### config.mk
export PLATFORM = sky130hd
export DESIGN_NAME = alu_operand_sequencer
export DESIGN_NICKNAME = d
export VERILOG_FILES = /design/src/rtl/alu_operand_sequencer_pkg.sv /design/src/rtl/alu_operand_sequencer_mem_wait_timer.sv /design/src/rtl/alu_operand_sequencer.sv
export SDC_FILE = /design/constraint.sdc
export NUM_CORES = 1
export LEC_CHECK = 0
export CORE_ASPECT_RATIO = 0.6
export CORE_MARGIN = 2
export CORE_UTILIZATION = 45
export CTS_BUF_LIST = sky130_fd_sc_hd__clkbuf_8
export DETAILED_ROUTE_END_ITERATION = 8
export GPL_ROUTABILITY_DRIVEN = 0
export PLACE_DENSITY_LB_ADDON = 0.25
export RECOVER_POWER = 100
export SYNTH_ARGS = -nofsm -noshare
export SYNTH_HDL_FRONTEND = slang
export SYNTH_SLANG_ARGS = --single-unit
### constraint.sdc
create_clock -name clk -period 2.4 [get_ports clk]
set_input_delay 0.48 -clock clk [delete_from_list [all_inputs] [get_ports clk]]
set_output_delay 0.48 -clock clk [all_outputs]
set_load 0.02 [all_outputs]
### src/rtl/alu_operand_sequencer_pkg.sv
// Shared types and encodings for the multicycle control FSM: state
// encoding, opcode/funct constants, ALU control codes, ALU-B select codes,
// PC source codes and fault codes.
package alu_operand_sequencer_pkg;

  typedef enum logic [3:0] {
    ST_RESET    = 4'd0,
    ST_FETCH    = 4'd1,
    ST_DECODE   = 4'd2,
    ST_EXEC_R   = 4'd3,
    ST_WB_R     = 4'd4,
    ST_EXEC_I   = 4'd5,
    ST_WB_I     = 4'd6,
    ST_MEM_ADDR = 4'd7,
    ST_MEM_RD   = 4'd8,
    ST_WB_LOAD  = 4'd9,
    ST_MEM_WR   = 4'd10,
    ST_BRANCH   = 4'd11,
    ST_JUMP     = 4'd12,
    ST_FAULT    = 4'd13
  } state_t;

  // Opcodes (IR[31:26])
  localparam logic [5:0] OP_RTYPE = 6'h00;
  localparam logic [5:0] OP_ADDI  = 6'h08;
  localparam logic [5:0] OP_LW    = 6'h23;
  localparam logic [5:0] OP_SW    = 6'h2B;
  localparam logic [5:0] OP_BEQ   = 6'h04;
  localparam logic [5:0] OP_BNE   = 6'h05;
  localparam logic [5:0] OP_J     = 6'h02;

  // R-type function codes (IR[5:0])
  localparam logic [5:0] FN_ADD  = 6'h20;
  localparam logic [5:0] FN_SUB  = 6'h22;
  localparam logic [5:0] FN_AND  = 6'h24;
  localparam logic [5:0] FN_OR   = 6'h25;
  localparam logic [5:0] FN_ANDN = 6'h27;

  // ALU control codes
  localparam logic [2:0] ALU_NONE = 3'd0;
  localparam logic [2:0] ALU_ADD  = 3'd1;
  localparam logic [2:0] ALU_SUB  = 3'd2;
  localparam logic [2:0] ALU_AND  = 3'd3;
  localparam logic [2:0] ALU_OR   = 3'd4;

  // ALU-B mux select codes
  localparam logic [2:0] ALUB_REGB    = 3'd0;
  localparam logic [2:0] ALUB_FOUR    = 3'd1;
  localparam logic [2:0] ALUB_IMM     = 3'd2;
  localparam logic [2:0] ALUB_IMM_SH2 = 3'd3;
  localparam logic [2:0] ALUB_NREGB   = 3'd4;

  // PC source codes
  localparam logic [1:0] PCSRC_ALU    = 2'd0;
  localparam logic [1:0] PCSRC_ALUOUT = 2'd1;
  localparam logic [1:0] PCSRC_JUMP   = 2'd2;

  // Sticky fault codes
  localparam logic [1:0] FAULT_NONE    = 2'b00;
  localparam logic [1:0] FAULT_ILLEGAL = 2'b01;
  localparam logic [1:0] FAULT_TIMEOUT = 2'b10;

  // True for the R-type function codes the datapath implements
  function automatic logic rfunct_legal(input logic [5:0] fn);
    case (fn)
      FN_ADD, FN_SUB, FN_AND, FN_OR, FN_ANDN: return 1'b1;
      default:                                return 1'b0;
    endcase
  endfunction

  // State following DECODE for a given opcode/funct; illegal -> ST_FAULT
  function automatic state_t dispatch(input logic [5:0] op, input logic [5:0] fn);
    state_t nxt;
    case (op)
      OP_RTYPE:     nxt = rfunct_legal(fn) ? ST_EXEC_R : ST_FAULT;
      OP_ADDI:      nxt = ST_EXEC_I;
      OP_LW, OP_SW: nxt = ST_MEM_ADDR;
      OP_BEQ, OP_BNE: nxt = ST_BRANCH;
      OP_J:         nxt = ST_JUMP;
      default:      nxt = ST_FAULT;
    endcase
    return nxt;
  endfunction

endpackage

### src/rtl/alu_operand_sequencer_mem_wait_timer.sv
// Wait-state timer: counts consecutive mem_ready-low cycles inside a memory
// wait state. 'expired' is high during the last tolerated low cycle, so the
// FSM can take the fault on that same edge unless mem_ready wins.
module alu_operand_sequencer_mem_wait_timer #(
  parameter int LIMIT = 15,
  parameter int W     = 4
) (
  input  logic clk,
  input  logic reset,
  input  logic clear,
  input  logic inc,
  output logic expired
);

  logic [W-1:0] count;

  // Wait counter: clear outside wait states or on completion, else count lows
  always_ff @(posedge clk or posedge reset) begin
    if (reset) begin
      count <= '0;
    end else if (clear) begin
      count <= '0;
    end else if (inc && !expired) begin
      count <= count + W'(1);
    end else begin
      count <= count;
    end
  end

  assign expired = (count == W'(LIMIT - 1));

endmodule

### src/rtl/alu_operand_sequencer.sv
// Multicycle control FSM for the CPU core. Sequences instructions through
// fetch/decode/execute/mem/writeback, drives ALU operand selects and the
// PC/IR/regfile/memory strobes, and guards memory waits with a timeout.
module alu_operand_sequencer
  import alu_operand_sequencer_pkg::*;
#(
  parameter int MEM_TIMEOUT = 15,
  parameter int TMR_W       = 4
) (
  input  logic       clk,
  input  logic       reset,
  input  logic [5:0] opcode,
  input  logic [5:0] funct,
  input  logic       alu_zero,
  input  logic       mem_ready,
  output logic       alu_src_a,
  output logic [2:0] alu_src_b,
  output logic [2:0] alu_ctrl,
  output logic [1:0] pc_src,
  output logic       pc_write,
  output logic       ir_write,
  output logic       iord,
  output logic       mem_req,
  output logic       mem_we,
  output logic       reg_write,
  output logic       reg_dst,
  output logic       mem_to_reg,
  output logic [1:0] fault_code,
  output logic [3:0] state_dbg
);

  state_t state;
  state_t dec_next;
  logic   in_wait;
  logic   tmr_clear;
  logic   tmr_inc;
  logic   tmr_expired;

  assign in_wait   = (state == ST_FETCH) || (state == ST_MEM_RD) || (state == ST_MEM_WR);
  assign tmr_clear = !in_wait || mem_ready;
  assign tmr_inc   = in_wait && !mem_ready;
  assign dec_next  = dispatch(opcode, funct);
  assign state_dbg = state;

  alu_operand_sequencer_mem_wait_timer #(
    .LIMIT (MEM_TIMEOUT),
    .W     (TMR_W)
  ) u_timer (
    .clk     (clk),
    .reset   (reset),
    .clear   (tmr_clear),
    .inc     (tmr_inc),
    .expired (tmr_expired)
  );

  // State register and sticky fault code
  always_ff @(posedge clk or posedge reset) begin
    if (reset) begin
      state      <= ST_RESET;
      fault_code <= FAULT_NONE;
    end else begin
      case (state)
        ST_RESET: state <= ST_FETCH;
        ST_FETCH: begin
          if (mem_ready) begin
            state <= ST_DECODE;
          end else if (tmr_expired) begin
            state      <= ST_FAULT;
            fault_code <= FAULT_TIMEOUT;
          end
        end
        ST_DECODE: begin
          state <= dec_next;
          if (dec_next == ST_FAULT) begin
            fault_code <= FAULT_ILLEGAL;
          end
        end
        ST_EXEC_R:   state <= ST_WB_R;
        ST_WB_R:     state <= ST_FETCH;
        ST_EXEC_I:   state <= ST_WB_I;
        ST_WB_I:     state <= ST_FETCH;
        ST_MEM_ADDR: state <= (opcode == OP_LW) ? ST_MEM_RD : ST_MEM_WR;
        ST_MEM_RD: begin
          if (mem_ready) begin
            state <= ST_WB_LOAD;
          end else if (tmr_expired) begin
            state      <= ST_FAULT;
            fault_code <= FAULT_TIMEOUT;
          end
        end
        ST_WB_LOAD: state <= ST_FETCH;
        ST_MEM_WR: begin
          if (mem_ready) begin
            state <= ST_FETCH;
          end else if (tmr_expired) begin
            state      <= ST_FAULT;
            fault_code <= FAULT_TIMEOUT;
          end
        end
        ST_BRANCH: state <= ST_FETCH;
        ST_JUMP:   state <= ST_FETCH;
        ST_FAULT:  state <= ST_FAULT;
        default:   state <= ST_RESET;
      endcase
    end
  end

  // Moore output decode; FETCH and BRANCH strobes also qualify on inputs
  always_comb begin
    alu_src_a  = 1'b0;
    alu_src_b  = ALUB_FOUR;
    alu_ctrl   = ALU_NONE;
    pc_src     = PCSRC_ALU;
    pc_write   = 1'b0;
    ir_write   = 1'b0;
    iord       = 1'b0;
    mem_req    = 1'b0;
    mem_we     = 1'b0;
    reg_write  = 1'b0;
    reg_dst    = 1'b0;
    mem_to_reg = 1'b0;
    case (state)
      ST_FETCH: begin
        mem_req  = 1'b1;
        alu_ctrl = ALU_ADD;
        pc_write = mem_ready;
        ir_write = mem_ready;
      end
      ST_DECODE: begin
        alu_src_b = ALUB_IMM_SH2;
        alu_ctrl  = ALU_ADD;
      end
      ST_EXEC_R: begin
        alu_src_a = 1'b1;
        alu_src_b = ALUB_REGB;
        case (funct)
          FN_ADD:  alu_ctrl = ALU_ADD;
          FN_SUB:  alu_ctrl = ALU_SUB;
          FN_AND:  alu_ctrl = ALU_AND;
          FN_OR:   alu_ctrl = ALU_OR;
          FN_ANDN: begin
            alu_ctrl  = ALU_AND;
            alu_src_b = ALUB_NREGB;
          end
          default: alu_ctrl = ALU_ADD;
        endcase
      end
      ST_WB_R: begin
        reg_write = 1'b1;
        reg_dst   = 1'b1;
      end
      ST_EXEC_I, ST_MEM_ADDR: begin
        alu_src_a = 1'b1;
        alu_src_b = ALUB_IMM;
        alu_ctrl  = ALU_ADD;
      end
      ST_WB_I: reg_write = 1'b1;
      ST_MEM_RD: begin
        mem_req = 1'b1;
        iord    = 1'b1;
      end
      ST_WB_LOAD: begin
        reg_write  = 1'b1;
        mem_to_reg = 1'b1;
      end
      ST_MEM_WR: begin
        mem_req = 1'b1;
        mem_we  = 1'b1;
        iord    = 1'b1;
      end
      ST_BRANCH: begin
        alu_src_a = 1'b1;
        alu_src_b = ALUB_REGB;
        alu_ctrl  = ALU_SUB;
        pc_src    = PCSRC_ALUOUT;
        if (opcode == OP_BEQ) begin
          pc_write = alu_zero;
        end else begin
          pc_write = !alu_zero;
        end
      end
      ST_JUMP: begin
        pc_src   = PCSRC_JUMP;
        pc_write = 1'b1;
      end
      default: begin
        alu_src_b = ALUB_FOUR;
      end
    endcase
  end

endmodule

# --- Yosys cells after proc, flatten, opt, wreduce, memory -nomap -nowiden ---
# Cells that the tools add are included.
totals:
  output_inout_bits: 23
  word_cells: 89
  ff_bits: 10
  input_bits: 16
classes:
  mux: 31
  add_sub_neg: 1
  n_eq_ne: 29
  reduce_logical: 25
ops:
  columns: ["op", "n"]
  rows:
  - ["equality test 6 bit (second input constant)", 7]
  - ["one-hot mux 4 bit (9 select lines)", 1]
  - ["equality test 4 bit (second input constant)", 8]
  - ["2-to-1 mux 4 bit", 7]
  - ["one-hot mux 4 bit (5 select lines)", 1]
  - ["one-hot mux 3 bit (3 select lines)", 2]
  - ["equality test 4 x 3 -> 1 bit (second input constant)", 4]
  - ["equality test 6 x 3 -> 1 bit (second input constant)", 2]
  - ["one-hot mux 3 bit (4 select lines)", 1]
  - ["2-to-1 mux 1 bit", 11]
  - ["OR reduction 2 bit", 5]
  - ["equality test 4 x 2 -> 1 bit (second input constant)", 2]
  - ["2-to-1 mux 2 bit", 4]
  - ["one-hot mux 2 bit (2 select lines)", 2]
  - ["OR reduction 4 bit", 2]
  - ["equality test 6 x 2 -> 1 bit (second input constant)", 1]
  - ["equality test 6 x 4 -> 1 bit (second input constant)", 1]
  - ["zero test 6 bit", 1]
  - ["OR reduction 3 bit", 2]
  - ["OR reduction 6 bit", 1]
  - ["OR reduction 5 bit", 1]
  - ["adder 4 x 1 -> 4 bit (second input constant)", 1]
  - ["equality test 4 x 1 -> 1 bit (second input constant)", 1]
  - ["zero test 1 bit", 4]
  - ["9 further kinds", 14]

# --- Depth between registers and ports, before layout ---
# Gate-level depths: netlist (run 1).
logic_depth:
  word_depth: 9
  ltp_mapped: 7
  mapped_depth_nobuf: 6

# --- Hierarchy ---
# A second synthesis (run 1) with hierarchy kept.
hier_totals:
  hier_cells: 139
  area_unflattened_um2: 1046.0
modules_own_cells:
  columns: ["module", "cells_each", "instances", "seq_area_each_um2", "area_per_inst_um2"]
  rows:
  - ["alu_operand_sequencer", 116, 1, 150.1, 830.8]
  - ["alu_operand_sequencer_mem_wait_timer", 23, 1, 100.1, 215.2]

# --- Least setup slack after synthesis (run 1) ---
# OpenSTA, ideal clock, no wires.
synth_timing:
  kind: "flip-flop to output port"
  from: "reg state[1] (netlist: state_dbg[1])"
  to: "out pc_write"
  stages_incl_launch_ff: 5
  t_required_ps: 1920
  slack_ps: 260
  n_path_buf: 1
  t_arrival_ps: 1660
  path_cell_list: "dfrtp_1 clkbuf_1 nand3b_1 nor3_1 or3b_2"
synth_between:
  elab_chain_cells: 2
  elab_cells_between_ends: 4
  classes_between: "eq/ne: 3; mux: 1"
synth_lines:
  columns: ["element", "line_no", "text"]
  rows:
  - ["from (decl)", "alu_operand_sequencer.sv:32", "state_t state;"]
  - ["from (signal assigned)", "alu_operand_sequencer.sv:73", "state <= dec_next;"]
  - ["from (signal assigned)", "alu_operand_sequencer.sv:82", "ST_MEM_ADDR: state <= (opcode == OP_LW) ? ST_MEM_RD : ST_MEM_WR;"]
  - ["equality test 4 bit or equality test 4 x 1 -> 1 bit (tied branches)", "alu_operand_sequencer.sv:122", "case (state)"]
  - ["one-hot mux 1 bit (3 select lines) (*)", "alu_operand_sequencer.sv:122", null]
  - ["to (decl)", "alu_operand_sequencer.sv:20", "output logic pc_write,"]
# Every way passes the cells marked *; elsewhere a longest branch is shown, timed or not.

# --- Final worst setup path (run 1) ---
layout_timing:
  from: "in opcode[0]"
  to: "out pc_write"
layout_between:
  elab_chain_cells: 3
layout_lines:
  columns: ["element", "line_no", "text"]
  rows:
  - ["from (decl)", "alu_operand_sequencer.sv:12", "input logic [5:0] opcode,"]
  - ["equality test 6 x 3 -> 1 bit", "alu_operand_sequencer.sv:176", "if (opcode == OP_BEQ) begin"]
  - ["2-to-1 mux 1 bit", "alu_operand_sequencer.sv:176", null]
  - ["one-hot mux 1 bit (3 select lines)", "alu_operand_sequencer.sv:122", null]
# No other way between the ends.

==> results of run 1 <==
layout make-up:
cell class              count  area (sq um)  area share (%)
multi-input cells         106           724            43.9
repair buffers             66           548            33.2
flip-flops and latches     10           254            15.4
clock buffers               4          55.1            3.34
well taps                  30          37.5            2.28
inverters                   8          30.0            1.82
stage by stage:
stage	instance area, sq um	instances	worst slack (ns)	power, mW
floorplan	1030	134	0.260	0.801
CTS	1680	224	-0.0806	1.53
finish	1650	224	0.0224	1.50
detailed placement	1620	220	-0.561	1.33
global route	1650	224	0.00237	1.59
global placement	1620	220	-0.520	1.30
state kept, by name, summed over array words and instances, names as in the netlist:
signal / cells
state_dbg: 4
fault_code: 2
u_timer.count: 4
worst max-delay path, stage by stage:
cell             delay (ns)
clkdlybuf4s50_1        0.43
nor3_2                 0.23
nand3_1                0.11
nand4b_1               0.13
or3b_1                 0.37
buf_6                  0.14
layout by cell type (no fill, tap or decap), drive strengths merged, types with 2 or more instances in the layout:
cell and n:
nand2 5, mux2i 2, xnor2 2, nor2 12
o211a 2, dlymetal6s2s 3, nor3 10, a211o 2
o21bai 2, clkbuf 14, nand4b 2, nand2b 5
a211oi 3, ha 2, clkdlybuf4s50 16, nand3 4
or3b 2, or4 2, dlygate4sd3 8, dlygate4sd2 3
buf 25, nand3b 2, inv 8, and4 2
a21oi 9, o221ai 2, o21ai 8, or4b 3
nor3b 4, dfrtp 10
cells by family (layout without fill, tap and decap cells):
group	count (synthesis)	after routing	share of synthesized area, %
AOI/OAI and AO/OA	38	38	26.3
adders and majority gates	2	2	2.42
muxes	2	2	1.94
buffers and inverters	18	78	6.78
DFF	10	10	24.2
and+or+nand+nor	61	61	35.8
xor gates and xnor gates	3	3	2.54
worst paths after layout:
path	to	slack (ns)	cells after the start
worst max-delay path	pc_write	0.02	6
worst min-delay path	fault_code[0]	0.50	2
worst max register to register	fault_code[1]	0.40	6
worst min register to register	fault_code[0]	0.50	2
max in group asynchronous	state_dbg[2]	1.43	2
min in group asynchronous	u_timer.count[1]	0.66	2
metal layers:
layer / vias to the layer above / GRT usage [%] / wire [um]
li1: 627 / - / -
met1: 616 / 34.2 / 1500
met2: 78 / 46.5 / 1600
met3: 4 / 4.40 / 287
met4: 0 / 7.29 / 25
met5: - / 0 / 0
timing repair:
action                     in CTS  in global routing
buffers inserted                0                  0
resized for setup              17                 18
gates cloned                    0                  0
setup endpoints to repair      10                  9
pin swaps                       0                  1
power by group through the flow:
stage          Sequential [mW]  Clock, mW  Combinational [mW]
6_report                 0.295      0.211               0.991
5_1_grt                  0.304      0.223                1.06
4_1_cts                  0.290      0.213                1.02
3_5_place_dp             0.289          0                1.04
3_3_place_gp             0.287          0                1.02
2_1_floorplan            0.287          0               0.514
==> results.cfg, run 1 <==
[run_status]
run_status = finished, final reports clean

[synthesis]
yosysWarnings = 0
synth_edf_count = 0
synth_most_common_cell = nor2_1
synthCells = 134
yosys.area.top_type = dfrtp_1
synth_seq_cells = 10
postSynthAreaPerCell_sq_um = 7.71
synth_seq_area_share_pct = 24.2
synthFlopType = dfrtp_1
syn_area_sq_um = 1030
synth.net_count = 152
synthArstFlopShare_pct = 100
yosysUniqueCellTypes = 52
synthTopCellsByCount = nor2_1, dfrtp_1, nor3_1, a21oi_1, inv_1
synthTopCellsByArea = dfrtp_1, nor3_1, a21oi_1, nor2_1, o21ai_0
synth_top_area_share_pct = 24.2

[layout]
utilization_pct = 76.2
final_nets = 213
antenna_cells = 0
nFillCells = 167
area_growth_pct = 59.6
drive_gt1_share_pct = 24.2

[global_route]
grt_pass1_vias = 1107
grt_pass1_wl_um = 5190
overflow = 0
grt_max_degree = 18
grtUsageTotal_pct = 26.3
antenna_found_initial = 0

[setup_path]
start_kind = primary input
required_ns = 1.92
cp.arrival_ns = 1.90
worst-path-max-fanout = 2
timing.rr.start = state_dbg[0]
crit_type = in -> out
cp-end-kind = output port
crit_start = opcode[0]

[placement]
port_buffers = 38
hpwl_um = 2630

[power_and_ir_drop]
clkPwrFrac_pct = 14.1
combinationalPowerShare_pct = 66.2
p_switching_uw = 683
peakVddDrop_mv = 0.670
p_sw_share_pct = 45.7
power_leakage_nw = 0.736
p_int_uw = 813
powerDensity_nw_per_um2 = 907
seqPwrFrac_pct = 19.7

[timing]
worstMarginPinSlew_ns = 0.475
clock.fmax_ghz = 0.421
fin_worst_skew_ns = 0.00372
setup_violations = 0
period_minus_slack_ns = 2.38
hold_viol_final = 0
slew_viol_final = 0
final.setup.tns_ns = 0
hold-worst-slack_ns = 0.503
period_share_pct = 99.1
rsz0062_at_grt = false
maxSlewHeadroom_pct = 67.5

[floorplanning]
die-area_sq_um = 2710
chipWidth_um = 65.9
rows = 13
initial_core_util_pct = 47.8
core_sq_um = 2160
die-height_um = 41.1
pin_count = 39

[routing]
drtAntennaViolNets = 0
wl_per_cell_um = 15.2
drt_iter0_markers = 107
totalWireLength_um = 3410
via_count = 1325
drc = 0
first_pass_iters = 4
viasPerCell = 5.92

[flow_run]
maxCapViolations = 0

[cts]
cts_buffer_depth = 2
hold_buffers = 0
clkLatencyLatePin_ns = 0.23
cts_tree = yes
clk_pin_slew_ns = 0.05
clock_sinks = 10
clock-root-buffer = clkbuf_8
cts_made_buffers = 3
ctsHtreeMaxLevel = 1

[worst_hold_path]
min_from = fault_code[0]
hold_path.class = reg -> reg
(Power assumes the default switching activity.)
==> run 2: changes to the inputs <==
--- a/config.mk
+++ b/config.mk
@@ -13,6 +13,7 @@
 export GPL_ROUTABILITY_DRIVEN = 0
 export PLACE_DENSITY_LB_ADDON = 0.25
 export RECOVER_POWER = 100
+export SLEW_MARGIN = 10
 export SYNTH_ARGS = -nofsm -noshare
 export SYNTH_HDL_FRONTEND = slang
 export SYNTH_SLANG_ARGS = --single-unit
==> results of run 2 <==
The final DEF is identical to that of run 1; final timing and power are the same.
